$ cat src/rtl/mod_inverse_pkg.sv
// Shared definitions for the modular-inverse unit.
//   W_DEF  : default operand width
//   SW_DEF : signed width of the Bezout coefficient registers (W + 2)
//   state_t: controller states
package mod_inverse_pkg;
    localparam int W_DEF  = 4;
    localparam int SW_DEF = W_DEF + 2;

    typedef enum logic [1:0] {
        S_IDLE  = 2'd0,
        S_ITER  = 2'd1,
        S_FINAL = 2'd2
    } state_t;
endpackage

$ cat src/rtl/mod_inverse_divmod.sv
// Combinational unsigned W-bit divide.
//   i_num, i_den : dividend, divisor
//   o_quo, o_rem : quotient, remainder (i_den == 0 gives quo 0, rem i_num)
module mod_inverse_divmod #(
    parameter int W = 4
) (
    input  logic [W-1:0] i_num,
    input  logic [W-1:0] i_den,
    output logic [W-1:0] o_quo,
    output logic [W-1:0] o_rem
);
    always_comb begin
        o_quo = '0;
        o_rem = i_num;
        if (i_den != '0) begin
            o_quo = i_num / i_den;
            o_rem = i_num % i_den;
        end
    end
endmodule

$ cat src/rtl/mod_inverse.sv
// Sequential modular inverse via extended Euclid, one quotient step per cycle.
//   clk, rst_n : clock, async active-low reset
//   start      : request, sampled in IDLE; a, m latched on acceptance
//   busy       : high from accepting edge until the edge raising done
//   done       : one-cycle result strobe
//   ok, inv    : inverse exists / inverse in [1, m-1] (0 when !ok); held until next done
module mod_inverse
    import mod_inverse_pkg::*;
#(
    parameter int W = W_DEF
) (
    input  logic         clk,
    input  logic         rst_n,
    input  logic         start,
    input  logic [W-1:0] a,
    input  logic [W-1:0] m,
    output logic         busy,
    output logic         done,
    output logic         ok,
    output logic [W-1:0] inv
);
    localparam int SW = W + 2;

    state_t               r_state;
    logic [W-1:0]         r_r_old, r_r, r_m;
    logic signed [SW-1:0] r_t_old, r_t;
    logic                 r_deg;

    logic [W-1:0]         w_num, w_den, w_q, w_rem;
    logic signed [SW-1:0] w_t_new;
    logic [W-1:0]         w_inv;

    // One divider serves both the a mod m reduction at load and the
    // per-step quotient/remainder while iterating.
    assign w_num = (r_state == S_IDLE) ? a : r_r_old;
    assign w_den = (r_state == S_IDLE) ? m : r_r;

    mod_inverse_divmod #(.W(W)) u_divmod (
        .i_num (w_num),
        .i_den (w_den),
        .o_quo (w_q),
        .o_rem (w_rem)
    );

    // q*t formed at 2W+2 bits, kept at W+2; |t| <= m so nothing is lost.
    assign w_t_new = r_t_old - SW'($signed({{(W+2){1'b0}}, w_q}) *
                                   $signed({{W{r_t[SW-1]}}, r_t}));

    // Fold a negative coefficient into [0, m-1].
    assign w_inv = r_t_old[SW-1] ? W'(r_t_old + $signed({2'b00, r_m}))
                                 : r_t_old[W-1:0];

    always_ff @(posedge clk or negedge rst_n) begin
        if (!rst_n) begin
            r_state <= S_IDLE;
            r_r_old <= '0;
            r_r     <= '0;
            r_m     <= '0;
            r_t_old <= '0;
            r_t     <= '0;
            r_deg   <= 1'b0;
            busy    <= 1'b0;
            done    <= 1'b0;
            ok      <= 1'b0;
            inv     <= '0;
        end else begin
            done <= 1'b0;
            case (r_state)
                S_IDLE: begin
                    if (start) begin
                        busy    <= 1'b1;
                        r_m     <= m;
                        r_t_old <= '0;
                        r_state <= S_ITER;
                        if (m < W'(2)) begin
                            // No inverse modulo 0 or 1. Passing through ITER
                            // with r = 0 gives the same two-cycle latency as
                            // a zero-step run.
                            r_deg   <= 1'b1;
                            r_r_old <= '0;
                            r_r     <= '0;
                            r_t     <= '0;
                        end else begin
                            r_deg   <= 1'b0;
                            r_r_old <= m;
                            r_r     <= w_rem;
                            r_t     <= SW'(1);
                        end
                    end
                end
                S_ITER: begin
                    if (r_r != '0) begin
                        r_r_old <= r_r;
                        r_r     <= w_rem;
                        r_t_old <= r_t;
                        r_t     <= w_t_new;
                    end else begin
                        r_state <= S_FINAL;
                    end
                end
                S_FINAL: begin
                    done    <= 1'b1;
                    busy    <= 1'b0;
                    r_state <= S_IDLE;
                    if (!r_deg && r_r_old == W'(1)) begin
                        ok  <= 1'b1;
                        inv <= w_inv;
                    end else begin
                        ok  <= 1'b0;
                        inv <= '0;
                    end
                end
                default: r_state <= S_IDLE;
            endcase
        end
    end
endmodule

$ cat config.mk
export PLATFORM = sky130hd
export DESIGN_NAME = mod_inverse
export DESIGN_NICKNAME = d
export VERILOG_FILES = /design/src/rtl/mod_inverse_pkg.sv /design/src/rtl/mod_inverse_divmod.sv /design/src/rtl/mod_inverse.sv
export SDC_FILE = /design/constraint.sdc
export NUM_CORES = 1
export LEC_CHECK = 0
export CORE_UTILIZATION = 59
export CTS_CLUSTER_DIAMETER = 40
export CTS_CLUSTER_SIZE = 10
export DETAILED_ROUTE_END_ITERATION = 16
export PLACE_DENSITY = 0.81
export SLEW_MARGIN = 10
export SYNTH_ARGS = -nofsm -noshare
export SYNTH_HDL_FRONTEND = slang
export SYNTH_SLANG_ARGS = --single-unit
$ cat constraint.sdc
create_clock -name clk -period 10 [get_ports clk]
set_clock_uncertainty 0.05 [all_clocks]
set_input_delay 1.5 -clock clk [delete_from_list [all_inputs] [get_ports clk]]
set_output_delay 1.5 -clock clk [all_outputs]
set_load 0.01 [all_outputs]
==> results.txt <==
RSZ-0062 raised after global routing - no
P&R area growth vs syn - 11.4%
Simple-Gate Fraction of Synth Area - 0.156
Worst Setup Slack, final - 0.728 ns
Synthesized instance count - 296
Most area-consuming cells after synthesis - dfrtp_1 31%, ha_1 11%, fa_1 6.5%, nand2_1 6.5%, mux2i_1 4.7%
Synth top area share - 0.309
Layout Utilization - 0.696
Post-synthesis adder-cell area fraction - 0.179
Core ar. - 4410 µm²
Slew HR - 0.314
Root buffer cell - clkbuf_8
Worst Path Required - 10.12 ns
Boundary Pins - 18
Met3 track demand over resource - 0.0476
CTS H-tree lvls - 2
Xor and xnor area share after synthesis - 0.0745
Initial Util - 0.624
Synth area leader - dfrtp_1
Syn. warnings - 0
Count of cell types in the netlist - 45
Drt drc - 0
Post-synth net total - 341
CP Class - primary input to register
Sequential-to-total area share from yosys stat - 0.309
Final Hold Viols - 0
Top cells by count, synth - 48 x nand2_1, 34 x dfrtp_1, 25 x ha_1, 25 x inv_1, 21 x o21ai_0
Clk sink count - 34
Post-Route Setup TNS - 0 ns
Fin crit share - 0.927
Die X - 70.3 µm
Startpoint types - primary input
Post-synth EDFFs - 0
Post-synth ARST share - 1.00
CP arrival - 9.40 ns
Tmin final - 9.27 ns
Vias/cell - 5.93
# rows - 24
Worst skew pair latency - 0.29 ns
First-pass GRT wire length - 10.7 mm
Total GRT Usage - 0.278
Post-synthesis compound-gate area fraction - 0.150
Crit-path max cell delay - 0.54 ns
Clk pin slew, worst setup/hold paths - 0.07 ns
Total grt overflow - 0
Met2 usage - 0.432
Post-CTS Resized - 0
Fmax - 108 MHz
Post-CTS Setup Bufs - 0
Endpoints failing setup - 0
Place WS - 0.510 ns
CP max-delay cell - fa_1
Die Span Y - 70.3 µm
Avg WL per Cell - 16.6 µm
Filler Cells Inserted - 358
Antenna Nets Post-Route - 0
Most common cell in the synthesized netlist - nand2_1
Slew @ Worst Pin - 1.03 ns
Cell Count, Final, Fillers Out - 367
Worst Path Max Fanout - 11
Global-route met1 utilization - 0.381
Synth Cell Area - 2760 µm²
Ant diodes - 0
CTS Buffer Depth - 2
Port bufs - 17
Mux cell area share after synthesis - 0.0840
# hold bufs at CTS - 0
Post-synth top flop - dfrtp_1
Largest net degree at the start of global routing - 35
Num CTS Buffers - 5
RD Place Congestion - 0.968
Yosys reg bits - 34
Worst Hold Class - register to register
Final net count - 359
GR peak layer - met2
TritonCTS clock tree - built
DP HPWL - 4.68 mm
Layout cells sized above 1 - 0.0889
Total Die Area - 4950 µm²
Drt first pass iters - 5
Average cell area after synthesis - 9.31 µm²
Vias in the first global route - 2214
Initial antenna violation count - 0
Critical path capture point type - register
Maxcap violations - 0
Fin. max-slew vios - 0
Largest family of logic cells by synthesized area - adder cells
Number of DRC markers in iteration 0 - 194
Outcome - completed
Via count - 2175
Final WL - 6.10 mm
Cell total after placement - 359
[worst max-delay path, delay by kind of cell]
| family | cells | cell delay, ns |
|---|---|---|
| muxes | 1 | 0.32 |
| adders and majority gates | 8 | 3.26 |
| and+or+nand+nor | 5 | 0.84 |
| buffers and inverters | 5 | 0.86 |
| AOI/OAI and AO/OA | 12 | 2.15 |
| xor gates and xnor gates | 2 | 0.45 |
[kinds of logic after synthesis]
logic type | after synthesis
multiplexers | 22
flip-flops | 34
adder cells (fa/ha/maj) | 34
AO/OA/AOI/OAI | 63
buffers and inverters | 34
AND/OR/NAND/NOR | 88
XOR/XNOR | 21
[registers in the layout (all words and copies together), names as in the netlist]
register,cells
busy,1
done,1
inv,4
ok,1
r_deg,1
r_m,4
r_r,4
r_r_old,4
r_state,2
r_t,6
r_t_old,6
[cell type report]
class	instances	area (µm²)	share of cell area
inverter	25	93.8	0.0306
timing repair buffer	20	193	0.0628
sequential	34	851	0.277
multi-input combinational	228	1770	0.577
tap	52	65.1	0.0212
clock buffer	6	82.6	0.0269
clock inverter	2	12.5	0.00407
[final timing paths]
kind | startpoint | end | slack (ns) | cells after the start
setup / recovery | m[2] | r_t[5]$_DFFE_PN0P_ | 0.73 | 33
hold / removal | busy$_DFFE_PN0P_ | busy$_DFFE_PN0P_ | 0.43 | 2
setup reg to reg | r_state[0]$_DFFE_PN0P_ | r_t[5]$_DFFE_PN0P_ | 1.49 | 32
hold reg to reg | busy$_DFFE_PN0P_ | busy$_DFFE_PN0P_ | 0.43 | 2
max in group asynchronous | rst_n | r_m[0]$_DFFE_PN0P_ | 8.03 | 2
min in group asynchronous | rst_n | r_r_old[0]$_DFFE_PN0P_ | 1.56 | 2
[layer usage]
metal / share of wire / wire length, µm
met1: 0.46 / 2820
met2: 0.47 / 2860
met3: 0.038 / 231
met4: 0.031 / 189
met5: 0 / 0
[per-stage QoR]
| stage | hold WS (ns) | area, µm² |
|---|---|---|
| floorplan | 0.421 | 2760 |
| global placement | 0.409 | 2980 |
| detailed placement | 0.420 | 2980 |
| CTS | 0.437 | 3070 |
| global route | 0.458 | 3070 |
| finish | 0.434 | 3070 |
[cell usage in the layout (no fill, tap or decap), types with 8 or more instances in the layout]
cell,instances
mux2_2,9
o21ai_0,21
xnor2_1,10
and2_1,9
mux2i_1,13
inv_1,25
ha_1,25
clkdlybuf4s50_1,17
dfrtp_1,34
nand2_1,48
a21oi_1,15
xor2_1,9
nor2_1,8
fa_1,9
Power is left out: the tool's default activity adds up to more than one toggle a clock period on the data nets, which glitch-free logic cannot reach.
==> patch, RTL diff (same settings) <==
Make the reset (`rst_n`) synchronous in one clocked block. Comments in the files are not updated.
--- a/src/rtl/mod_inverse.sv
+++ b/src/rtl/mod_inverse.sv
@@ -51,5 +51,5 @@
                                  : r_t_old[W-1:0];
 
-    always_ff @(posedge clk or negedge rst_n) begin
+    always_ff @(posedge clk) begin
         if (!rst_n) begin
             r_state <= S_IDLE;
Check against the original RTL: differs if rst_n is asserted again (counterexample within 4 cycles, from zero or initial values and one cycle with rst_n low); with rst_n held inactive, the same outputs for 10 cycles.
==> patch against the original RTL <==
  * Global-route usage is 1.2 points lower
  * Worst setup slack worse by 0.32 ns
  * Area after synthesis is 1.7% lower
  * Utilization is 0.98 points lower
  * Final cell count is 6.8% higher
  * Sequential cell count stayed put
  * Routed wire length is 0.89% lower
  * Design area is 2.1% lower
Power is left out: it rests on default switching activity, and per cell area and clock period it moved more than threefold.
==> patch: results (changes against the original RTL) <==
Routing
  • Via density: 5.89 (-0.70%)
  • Routed wl met3: 211 um (-8.7%)
  • Iter 0 DRT Violations: 161 (-17%)
  • WL/cell: 15.4 um (-7.2%)
  • Via count: 2,307 (+6.1%)
  • WL met1: 2730 um (-3.2%)
  • Met2 Routed Length: 3040 um (+6.3%)

Global route
  • First-pass GRT wire length: 10,300 um (-3.4%)
  • Largest net degree at the start of global routing: 28 (-20%)
  • Met2 usage: 46.5% (+3.3 points)
  • Met3 global-route usage: 4.22% (-0.55 points)
  • Met1 usage: 34.5% (-3.5 points)
  • Global Route Usage Sum: 26.7% (-1.2 points)

Synthesis
  • Synth cell types: 52 (+16%)
  • Mapped Nets: 369 (+8.2%)
  • Sequential area share after synthesis: 25.1% (-5.7 points)
  • Avg Inst Size Synth: 8.36 um^2 (-10%)
  • Fraction of registers with async set/reset: 0% (-100 points)
  • Main flop type after synthesis: dfxtp_1
  • Commonest cells in the netlist: nand2_1, dfxtp_1, a21oi_1

Place
  • Place WS: 0.0490 ns (-0.461 ns)
  • DP HPWL: 4650 um (-0.61%)
  • Post-Place Cells: 382 (+6.4%)
  • DP Area: 2900 um^2 (-2.6%)
  • RePlAce Congestion: 0.993 (+2.5%)

Critical path
  • R2r setup slk: 1.71 ns (+0.22 ns)
  • RR Endpoint: r_t[5]$_SDFFE_PN0P_
  • Crit-path max FO: 6 (-5)
  • Slowest-stage cell, CP: or4_4
  • RR Startpoint: r_state[1]$_SDFFE_PN0P_
  • R2R depth: 29 (-9.4%)
  • CP peak stage delay: 0.59 ns (+0.05 ns)
  • CP arrival: 9.77 ns (+0.37 ns)

Finish
  • Nets: 384 (+7.0%)
  • Share of cells above drive strength 1: 7.65% (-1.2 points)

Timing
  • Worst-Margin Slew: 0.790 ns (-0.239 ns)
  • Final Critical Period: 9.59 ns (+0.321 ns)
  • Minimum hold slack: 0.410 ns (-0.0242 ns)

Clock tree
  • Num CTS Buffers: 5 (unchanged)

Hold path
  • Hold Crit Start: r_deg$_SDFFE_PN0P_
  • Endpoint, Worst Hold: r_deg$_SDFFE_PN0P_

Status
  • Status: finished clean
## patch: cells by family (layout without fill, tap and decap cells)
kind of cell / Yosys count / count (layout) / share of synthesized area [%]
flip-flops: 34 / 34 / 25.1
AO/OA/AOI/OAI: 70 / 70 / 17.1
adder cells (fa/ha/maj): 34 / 34 / 18.2
buffers and inverters: 38 / 54 / 5.73
multiplexers: 15 / 15 / 5.87
XOR/XNOR: 20 / 20 / 7.26
AND/OR/NAND/NOR: 113 / 113 / 20.7
## patch: final cells by class
| cell class | count | area, um^2 |
|---|---|---|
| Clock buffer | 7 | 86.3 |
| Clock inverter | 1 | 5.00 |
| Tap cell | 52 | 65.1 |
| Timing Repair Buffer | 21 | 200 |
| Multi-Input combinational cell | 252 | 1880 |
| Inverter | 25 | 93.8 |
| Sequential cell | 34 | 681 |
| Fill cell | 372 | 1380 |
## patch: timing repair
item | 4_1_cts | 5_1_grt
gates resized for setup | 0 | 1
setup buffers | 0 | 2
setup endpoints to repair | 0 | 1
